$ cat config.mk
export PLATFORM = sky130hd
export DESIGN_NAME = igbt_pulse_gen
export DESIGN_NICKNAME = d
export VERILOG_FILES = /design/src/rtl/igbt_pkg.sv /design/src/rtl/igbt_down_counter.sv /design/src/rtl/igbt_pulse_gen.sv
export SDC_FILE = /design/constraint.sdc
export NUM_CORES = 1
export LEC_CHECK = 0
export ABC_AREA = 1
export ABC_CLOCK_PERIOD_IN_PS = 3100
export BUFFER_PORTS_ARGS = -buffer_cell sky130_fd_sc_hd__buf_4
export CAP_MARGIN = 20
export CORE_ASPECT_RATIO = 2
export CORE_UTILIZATION = 52
export CTS_CLUSTER_SIZE = 30
export DETAILED_ROUTE_END_ITERATION = 7
export PLACE_DENSITY = 0.83
export SETUP_SLACK_MARGIN = 0.5
export SYNTH_ARGS = -nofsm -noshare
export SYNTH_HDL_FRONTEND = slang
export SYNTH_SLANG_ARGS = --single-unit
$ cat constraint.sdc
create_clock -name clk -period 3.1 [get_ports clk]
set_input_delay 0.155 -clock clk [delete_from_list [all_inputs] [get_ports clk]]
set_output_delay 0.155 -clock clk [all_outputs]
set_load 0.01 [all_outputs]
$ cat src/rtl/igbt_pkg.sv
// Shared types and constants for the IGBT gate-pulse sequencer.
package igbt_pkg;

    typedef enum logic [1:0] {
        S_IDLE,
        S_PULSE,
        S_DEAD,
        S_DONE
    } state_t;

    localparam int unsigned CTRL_EN       = 0;
    localparam int unsigned CTRL_START    = 1;
    localparam int unsigned CTRL_ABORT    = 2;
    localparam int unsigned CTRL_REPEAT   = 3;
    localparam int unsigned CTRL_MASK_LSB = 4;

    localparam int unsigned ST_BUSY    = 0;
    localparam int unsigned ST_DONE    = 1;
    localparam int unsigned ST_ABORTED = 2;
    localparam int unsigned ST_CLAMPED = 3;
    localparam int unsigned ST_CH_LSB  = 4;

    // Largest value ever loaded is max(MAX_LEN, DEAD_TIME) - 1, so this width never wraps.
    function automatic int unsigned cnt_width(input int unsigned max_len, input int unsigned dead_time);
        int unsigned m;
        m = (max_len > dead_time) ? max_len : dead_time;
        return (m < 2) ? 1 : $clog2(m);
    endfunction

endpackage

$ cat src/rtl/igbt_down_counter.sv
// Loadable down-counter with zero flag, shared by the pulse and dead-time phases.
module igbt_down_counter #(
    parameter int unsigned W = 16
) (
    input  logic         clk,
    input  logic         reset,
    input  logic         load,
    input  logic         en,
    input  logic [W-1:0] load_val,
    output logic         zero
);

    logic [W-1:0] cnt;

    always_ff @(posedge clk) begin
        if (reset) begin
            cnt <= '0;
        end else if (load) begin
            cnt <= load_val;
        end else if (en && cnt != '0) begin
            cnt <= cnt - 1'b1;
        end
    end

    assign zero = (cnt == '0);

endmodule

$ cat src/rtl/igbt_pulse_gen.sv
// Sequences one HPS start command into non-overlapping, width-clamped IGBT gate pulses.
module igbt_pulse_gen
    import igbt_pkg::*;
#(
    parameter int unsigned NUM_CH    = 4,
    parameter int unsigned CNT_W     = 32,
    parameter int unsigned DEAD_TIME = 50,
    parameter int unsigned MAX_LEN   = 50000
) (
    input  logic                    clk,
    input  logic                    reset,
    input  logic [31:0]             ctrl,
    input  logic [NUM_CH*CNT_W-1:0] pulse_len,
    output logic [NUM_CH-1:0]       gate_out,
    output logic                    done,
    output logic [7:0]              status
);

    localparam int unsigned CW = cnt_width(MAX_LEN, DEAD_TIME);

    state_t            state;
    logic              start_q;
    logic [NUM_CH-1:0] shadow_mask;
    logic [CNT_W-1:0]  shadow_len [NUM_CH];
    logic [CNT_W-1:0]  len_in     [NUM_CH];
    logic [NUM_CH-1:0] mask_in, clamp_in, qual_in, qual;
    logic [1:0]        cur, first_in, first, next;
    logic              first_in_ok, first_ok, next_ok;
    logic              done_s, abort_s, clamp_s;
    logic              start_edge, halt, go;
    logic              cnt_load, cnt_en, cnt_zero;
    logic [CW-1:0]     cnt_val;
    logic              unused_ctrl;

    assign mask_in     = ctrl[CTRL_MASK_LSB +: NUM_CH];
    assign start_edge  = ctrl[CTRL_START] & ~start_q;
    assign halt        = ctrl[CTRL_ABORT] | ~ctrl[CTRL_EN];
    assign go          = (state == S_IDLE) && start_edge && !halt;
    assign unused_ctrl = ^ctrl[31:CTRL_MASK_LSB+NUM_CH];

    // Qualification is evaluated on the live inputs for the start decision and on the shadows afterwards.
    always_comb begin
        for (int unsigned i = 0; i < NUM_CH; i++) begin
            clamp_in[i] = pulse_len[i*CNT_W +: CNT_W] > CNT_W'(MAX_LEN);
            len_in[i]   = clamp_in[i] ? CNT_W'(MAX_LEN) : pulse_len[i*CNT_W +: CNT_W];
            qual_in[i]  = mask_in[i] && (len_in[i] != '0);
            qual[i]     = shadow_mask[i] && (shadow_len[i] != '0);
        end
    end

    always_comb begin
        first_in_ok = 1'b0;
        first_in    = '0;
        first_ok    = 1'b0;
        first       = '0;
        next_ok     = 1'b0;
        next        = '0;
        for (int unsigned i = 0; i < NUM_CH; i++) begin
            if (qual_in[i] && !first_in_ok) begin
                first_in_ok = 1'b1;
                first_in    = 2'(i);
            end
            if (qual[i] && !first_ok) begin
                first_ok = 1'b1;
                first    = 2'(i);
            end
            if (qual[i] && (i > 32'(cur)) && !next_ok) begin
                next_ok = 1'b1;
                next    = 2'(i);
            end
        end
    end

    always_comb begin
        cnt_load = 1'b0;
        cnt_val  = '0;
        cnt_en   = (state == S_PULSE) || (state == S_DEAD);
        case (state)
            S_IDLE: if (go && first_in_ok) begin
                cnt_load = 1'b1;
                cnt_val  = CW'(len_in[first_in] - 1'b1);
            end
            S_PULSE: if (!halt && cnt_zero) begin
                cnt_load = 1'b1;
                cnt_val  = CW'(DEAD_TIME - 1);
            end
            S_DEAD: if (!halt && cnt_zero && (next_ok || ctrl[CTRL_REPEAT])) begin
                cnt_load = 1'b1;
                cnt_val  = CW'(shadow_len[next_ok ? next : first] - 1'b1);
            end
            default: ;
        endcase
    end

    igbt_down_counter #(.W(CW)) u_cnt (
        .clk      (clk),
        .reset    (reset),
        .load     (cnt_load),
        .en       (cnt_en),
        .load_val (cnt_val),
        .zero     (cnt_zero)
    );

    always_ff @(posedge clk) begin
        if (reset) begin
            state       <= S_IDLE;
            start_q     <= 1'b0;
            shadow_mask <= '0;
            shadow_len  <= '{default: '0};
            gate_out    <= '0;
            done        <= 1'b0;
            cur         <= '0;
            done_s      <= 1'b0;
            abort_s     <= 1'b0;
            clamp_s     <= 1'b0;
        end else begin
            start_q <= ctrl[CTRL_START];
            done    <= 1'b0;
            if (state == S_IDLE) begin
                if (go) begin
                    shadow_mask <= mask_in;
                    shadow_len  <= len_in;
                    abort_s     <= 1'b0;
                    clamp_s     <= |clamp_in;
                    if (first_in_ok) begin
                        state    <= S_PULSE;
                        cur      <= first_in;
                        gate_out <= NUM_CH'(1'b1) << first_in;
                        done_s   <= 1'b0;
                    end else begin
                        state  <= S_DONE;
                        done   <= 1'b1;
                        done_s <= 1'b1;
                    end
                end
            end else if (halt) begin
                // Abort outranks the end-of-phase decision taken in the same cycle.
                state    <= S_IDLE;
                gate_out <= '0;
                cur      <= '0;
                abort_s  <= 1'b1;
            end else begin
                case (state)
                    S_PULSE: if (cnt_zero) begin
                        state    <= S_DEAD;
                        gate_out <= '0;
                    end
                    S_DEAD: if (cnt_zero) begin
                        if (next_ok || ctrl[CTRL_REPEAT]) begin
                            state    <= S_PULSE;
                            cur      <= next_ok ? next : first;
                            gate_out <= NUM_CH'(1'b1) << (next_ok ? next : first);
                        end else begin
                            state  <= S_DONE;
                            done   <= 1'b1;
                            done_s <= 1'b1;
                        end
                    end
                    S_DONE: begin
                        state <= S_IDLE;
                        cur   <= '0;
                    end
                    default: state <= S_IDLE;
                endcase
            end
        end
    end

    assign status = {2'b00, cur, clamp_s, abort_s, done_s, (state != S_IDLE)};

endmodule

==> results.ini, run 1 <==
[outcome]
outcome=stopped before the end
haltStage=global routing
error=[ERROR GRT-0232] Routing congestion too high. Check the congestion heatmap in the GUI.

[floorplan]
rows=71
io_pins=175
die_w_um=100
start_util_pct=53.3
die_y_um=199

[place]
gp_congestion=1.16
hpwl_um=34100
placed_cells=2245
port-buffer-count=148

[clock_tree]
htreeDepth=4
cts_buffers=17
clock_sinks=161
clockBufferDepth=2
cts-root-buf=clkbuf_16

[timing]
worstEndpointType=register data pin
postGrtWorstEndpoint=u_cnt.cnt[13]$_SDFFE_PP0P_/D

[grt]
grt_start_max_net_pins=43
grt-ovfl-total=101
track_usage_pct=60.7

[yosys]
seq_area_frac_synth_pct=32.0
synth_cell_type_count=52
netlist_instances=1630
ys_warn_count=0
ys_ff_latch=161
syn_area_per_cell_um2=6.18
syn-cell-area_um2=10100

cells by family after synthesis:
group	share of synthesized area (%)
buffers and inverters	13.2
adder cells (fa/ha/maj)	1.24
AO/OA/AOI/OAI	12.5
AND/OR/NAND/NOR	39.8
XOR/XNOR	1.22
flip-flops	32.0
other	0.0372
synth_stat cells, drive strengths merged:
cell	count	area (µm²)
a21boi	1	7.51
a21o	2	15.0
a21oi	46	260
a221oi	2	17.5
a311oi	1	8.76
a31oi	7	50.1
a41oi	1	8.76
and2	2	12.5
buf	41	280
clkbuf	26	97.6
clkinv	1	3.75
conb	1	3.75
dfxtp	161	3220
ha	10	125
inv	252	948
nand2	367	1450
nand3	183	951
nand3b	3	22.5
nand4	31	209
nor2	279	1130
nor3	13	65.1
nor4	23	144
o211ai	9	67.6
o21a	1	7.51
o21ai	100	504
o21bai	2	15.0
o22ai	41	257
o31ai	1	7.51
o32ai	2	17.5
o41ai	2	17.5
or2	5	31.3
xnor2	4	35.0
xor2	10	87.6
layer usage:
layer | overflow | global-route usage [%]
met1 | 2 | 55.0
met3 | 2 | 34.1
met5 | 0 | 2.92
met2 | 61 | 89.6
met4 | 36 | 65.7
timing repair:
item	CTS
setup buffers	27
pin swaps	57
hold buffers	7
endpoints found under the setup margin	22
resized for setup	129
gates cloned	3
endpoints found under the hold margin	6
stage by stage:
step | setup slack, ns | cell area, µm² | TNS, ns
CTS | -0.0489 | 14700 | -0.137
detailed placement | -0.301 | 13400 | -3.47
global placement | -0.244 | 13400 | -2.67
floorplan | 0.313 | 10100 | 0
==> run 2, diff against run 1 <==
--- a/config.mk
+++ b/config.mk
@@ -6,15 +6,12 @@
 export NUM_CORES = 1
 export LEC_CHECK = 0
 export ABC_AREA = 1
-export ABC_CLOCK_PERIOD_IN_PS = 3100
+export ABC_CLOCK_PERIOD_IN_PS = 4000
 export BUFFER_PORTS_ARGS = -buffer_cell sky130_fd_sc_hd__buf_4
 export CAP_MARGIN = 20
-export CORE_ASPECT_RATIO = 2
-export CORE_UTILIZATION = 52
-export CTS_CLUSTER_SIZE = 30
+export CORE_UTILIZATION = 40
 export DETAILED_ROUTE_END_ITERATION = 7
-export PLACE_DENSITY = 0.83
-export SETUP_SLACK_MARGIN = 0.5
+export PLACE_DENSITY_LB_ADDON = 0.15
 export SYNTH_ARGS = -nofsm -noshare
 export SYNTH_HDL_FRONTEND = slang
 export SYNTH_SLANG_ARGS = --single-unit
==> constraint.sdc (replaced) <==
create_clock -name clk -period 4 [get_ports clk]
set_input_delay 0.2 -clock clk [delete_from_list [all_inputs] [get_ports clk]]
set_output_delay 0.2 -clock clk [all_outputs]
set_load 0.01 [all_outputs]
==> run 2 against run 1 <==
Compared with the run above:
- the flow now finishes without violations
- area after synthesis stayed put
- synthesized cell count stayed put
==> results.ini, run 2 <==
[yosys]
synth_ff_type=dfxtp_1
netlist_top_cells_area=dfxtp_1 (32%), nand2_1 (13%), nor2_1 (9.6%)
netlist.top_cell.by_area=dfxtp_1
ys_ff_latch=161
seq_area_frac_synth_pct=32.0
syn_area_per_cell_um2=6.18
synth_commonest_cells=nand2_1 (347), nor2_1 (259), inv_1 (230)
synth.most_common_cell=nand2_1
netlist_instances=1630
synth_top_area_share_pct=32.0
synth_edf_count=0
syn-cell-area_um2=10100
ys_warn_count=0
async_reset_ff_share_pct=0
synth_cell_type_count=52

[detailed_routing]
antenna_left=0
route.met3.wl_um=2870
routed.top_layer=met4
drt_wl_total_um=35900
drt-initial-drc-count=998
routed-via-count=11059
m1WireLength_um=15900
vias_per_cell=5.21
drtPass1Iterations=7
wl_met2_um=15800
wl_per_cell_um=16.9
drc=0

[finish]
largest_reg_flops=128
top_register=shadow_len
mostFrequentLayoutCells=nand2_1 (346), nor2_1 (257), inv_1 (230), buf_4 (199), nand3_1 (174)
insertedDiodeCount=0
nFillCells=2621
area_delta_synth_final_pct=22.2
finalNetCount=1959
drive_above_1_share_pct=17.8
fin_area_um2=12300
layout_commonest_cell=nand2_1
reg_top3=shadow_len: 128 flops, u_cnt.cnt: 16 flops

[outcome]
outcome=complete, no violations

[timing]
min_period_over_period_pct=92.5
slew_violations=0
period_needed_ns=3.70
setup_viol=0
worstMarginPinSlew_ns=0.900
fin_tns_setup_ns=0
fmax_ghz=0.270
finalHoldViolCount=0
holdWs_ns=0.0232
slew_headroom_pct=39.5
finalClockSkew_ns=0.0120

[place]
hpwl_um=27500
port-buffer-count=148
gp_congestion=0.981
placed_cell_area_um2=11700

[worst_setup_path]
cp.required_ns=4.34
startpoint_type=flip-flop
crit_fanout=4
slowest_stage=nor4_1
slowest_delay_ns=0.41
arrival_ns=4.03
worstSetupEndpointType=flip-flop
critical_path_buf_inv_count=1
cpLargestDelayFamily=simple AND/OR/NAND/NOR gates
critPathKind=reg -> reg
path_cells=nor4_1 > nand4_1 > o21ai_1 > nand2_1 > nand2_2 > nand2_8 > buf_4 > nand2_1 > o21ai_0 > nor2_1 > ha_1 > nand3_1 > nor2_2 > nand3_1 > nor2_1 > nand2_1 > nor2_1 > nor2_1 > nor2_1 > nand2_1 > nand2_1 > a21oi_1

[clock_tree]
clockBufferDepth=2
cts_tree=built
htreeDepth=4
clock_sinks=161
cts_buffers=17
cts-root-buf=clkbuf_16
clk_pin_slew_ns=0.08
worst_skew_pair.late_latency_ns=0.44

[grt]
grt_pass1_wl_um=55500
grt_pass1_vias=10214
grt_start_max_net_pins=54
track_usage_pct=27.8
antenna_found_initial=0
grt-ovfl-total=0

[power]
ir_worst_vdd_mv=0.216
power_leakage_nw=5.58
powerDensity_nw_per_um2=424

[floorplan]
core_area_um2=24500
die_y_um=161
io_pins=175
die_area_um2=25800
rows=57
die_w_um=161
start_util_pct=41.1

[job]
cap_violations=0

[hold_path]
hp-class=in -> reg

-- run 2: cell counts after synthesis --
Identical to the previous run, type by type.
-- run 2: worst paths after layout --
| path | from | to | slack (ns) | cells past startpoint |
|---|---|---|---|---|
| worst max-delay path | shadow_len[96] | u_cnt.cnt[14] | 0.30 | 22 |
| worst min-delay path | ctrl[7] | shadow_mask[3] | 0.02 | 3 |
| worst max register to register | shadow_len[96] | u_cnt.cnt[14] | 0.30 | 22 |
| worst min register to register | shadow_len[61] | shadow_len[61] | 0.43 | 2 |
-- run 2: layer usage --
metal | GRT usage [%] | vias up
met4 | 12.5 | 0
met1 | 36.8 | 5003
met5 | 0 | -
li1 | - | 5527
met3 | 6.15 | 78
met2 | 43.1 | 451
-- run 2: where the power goes --
| group | total [W] | internal [W] | switching, W |
|---|---|---|---|
| sequential | 0.00182 | 0.00172 | 0.000102 |
| combinational | 0.00170 | 0.000660 | 0.00104 |
| clock | 0.00170 | 0.000860 | 0.000841 |
| total | 0.00523 | 0.00324 | 0.00199 |
-- run 2: worst min-delay path: stages --
cell     delay, ns
buf_4         0.09
nand3_1       0.07
o21ai_0       0.07
-- run 2: area by class of cell --
class | count | area (µm²) | area share, %
clock buffers | 18 | 439 | 3.56
clock inverters | 14 | 165 | 1.34
flip-flops and latches | 161 | 3220 | 26.2
inverters | 253 | 952 | 7.73
multi-input cells | 1150 | 5570 | 45.2
well taps | 324 | 405 | 3.29
repair buffers | 204 | 1570 | 12.8
-- run 2: per-stage QoR --
stage                     power, W  utilization (%)  instances  setup slack (ns)
after detailed placement   0.00352             47.6       2089             0.152
final                      0.00523             50.2       2124             0.300
after global placement     0.00351             47.6       2089             0.219
after floorplan            0.00293                -       1631              1.08
after global routing       0.00552             50.2       2124          -0.00937
after CTS                  0.00522             50.1       2122             0.212
-- run 2: logic make-up after synthesis --
family / after synthesis / synth area share (%)
AO/OA/AOI/OAI: 218 / 12.5
XOR/XNOR: 14 / 1.22
adder cells (fa/ha/maj): 10 / 1.24
buffers and inverters: 320 / 13.2
flip-flops: 161 / 32.0
other: 1 / 0.0372
AND/OR/NAND/NOR: 906 / 39.8
-- run 2: repair_timing --
action	in CTS	in global routing
hold buffers	1	0
endpoints found under the hold margin	1	0
buffers inserted	0	1
endpoints found under the setup margin	0	7
gates resized for setup	0	6
(Power assumes the default switching activity.)
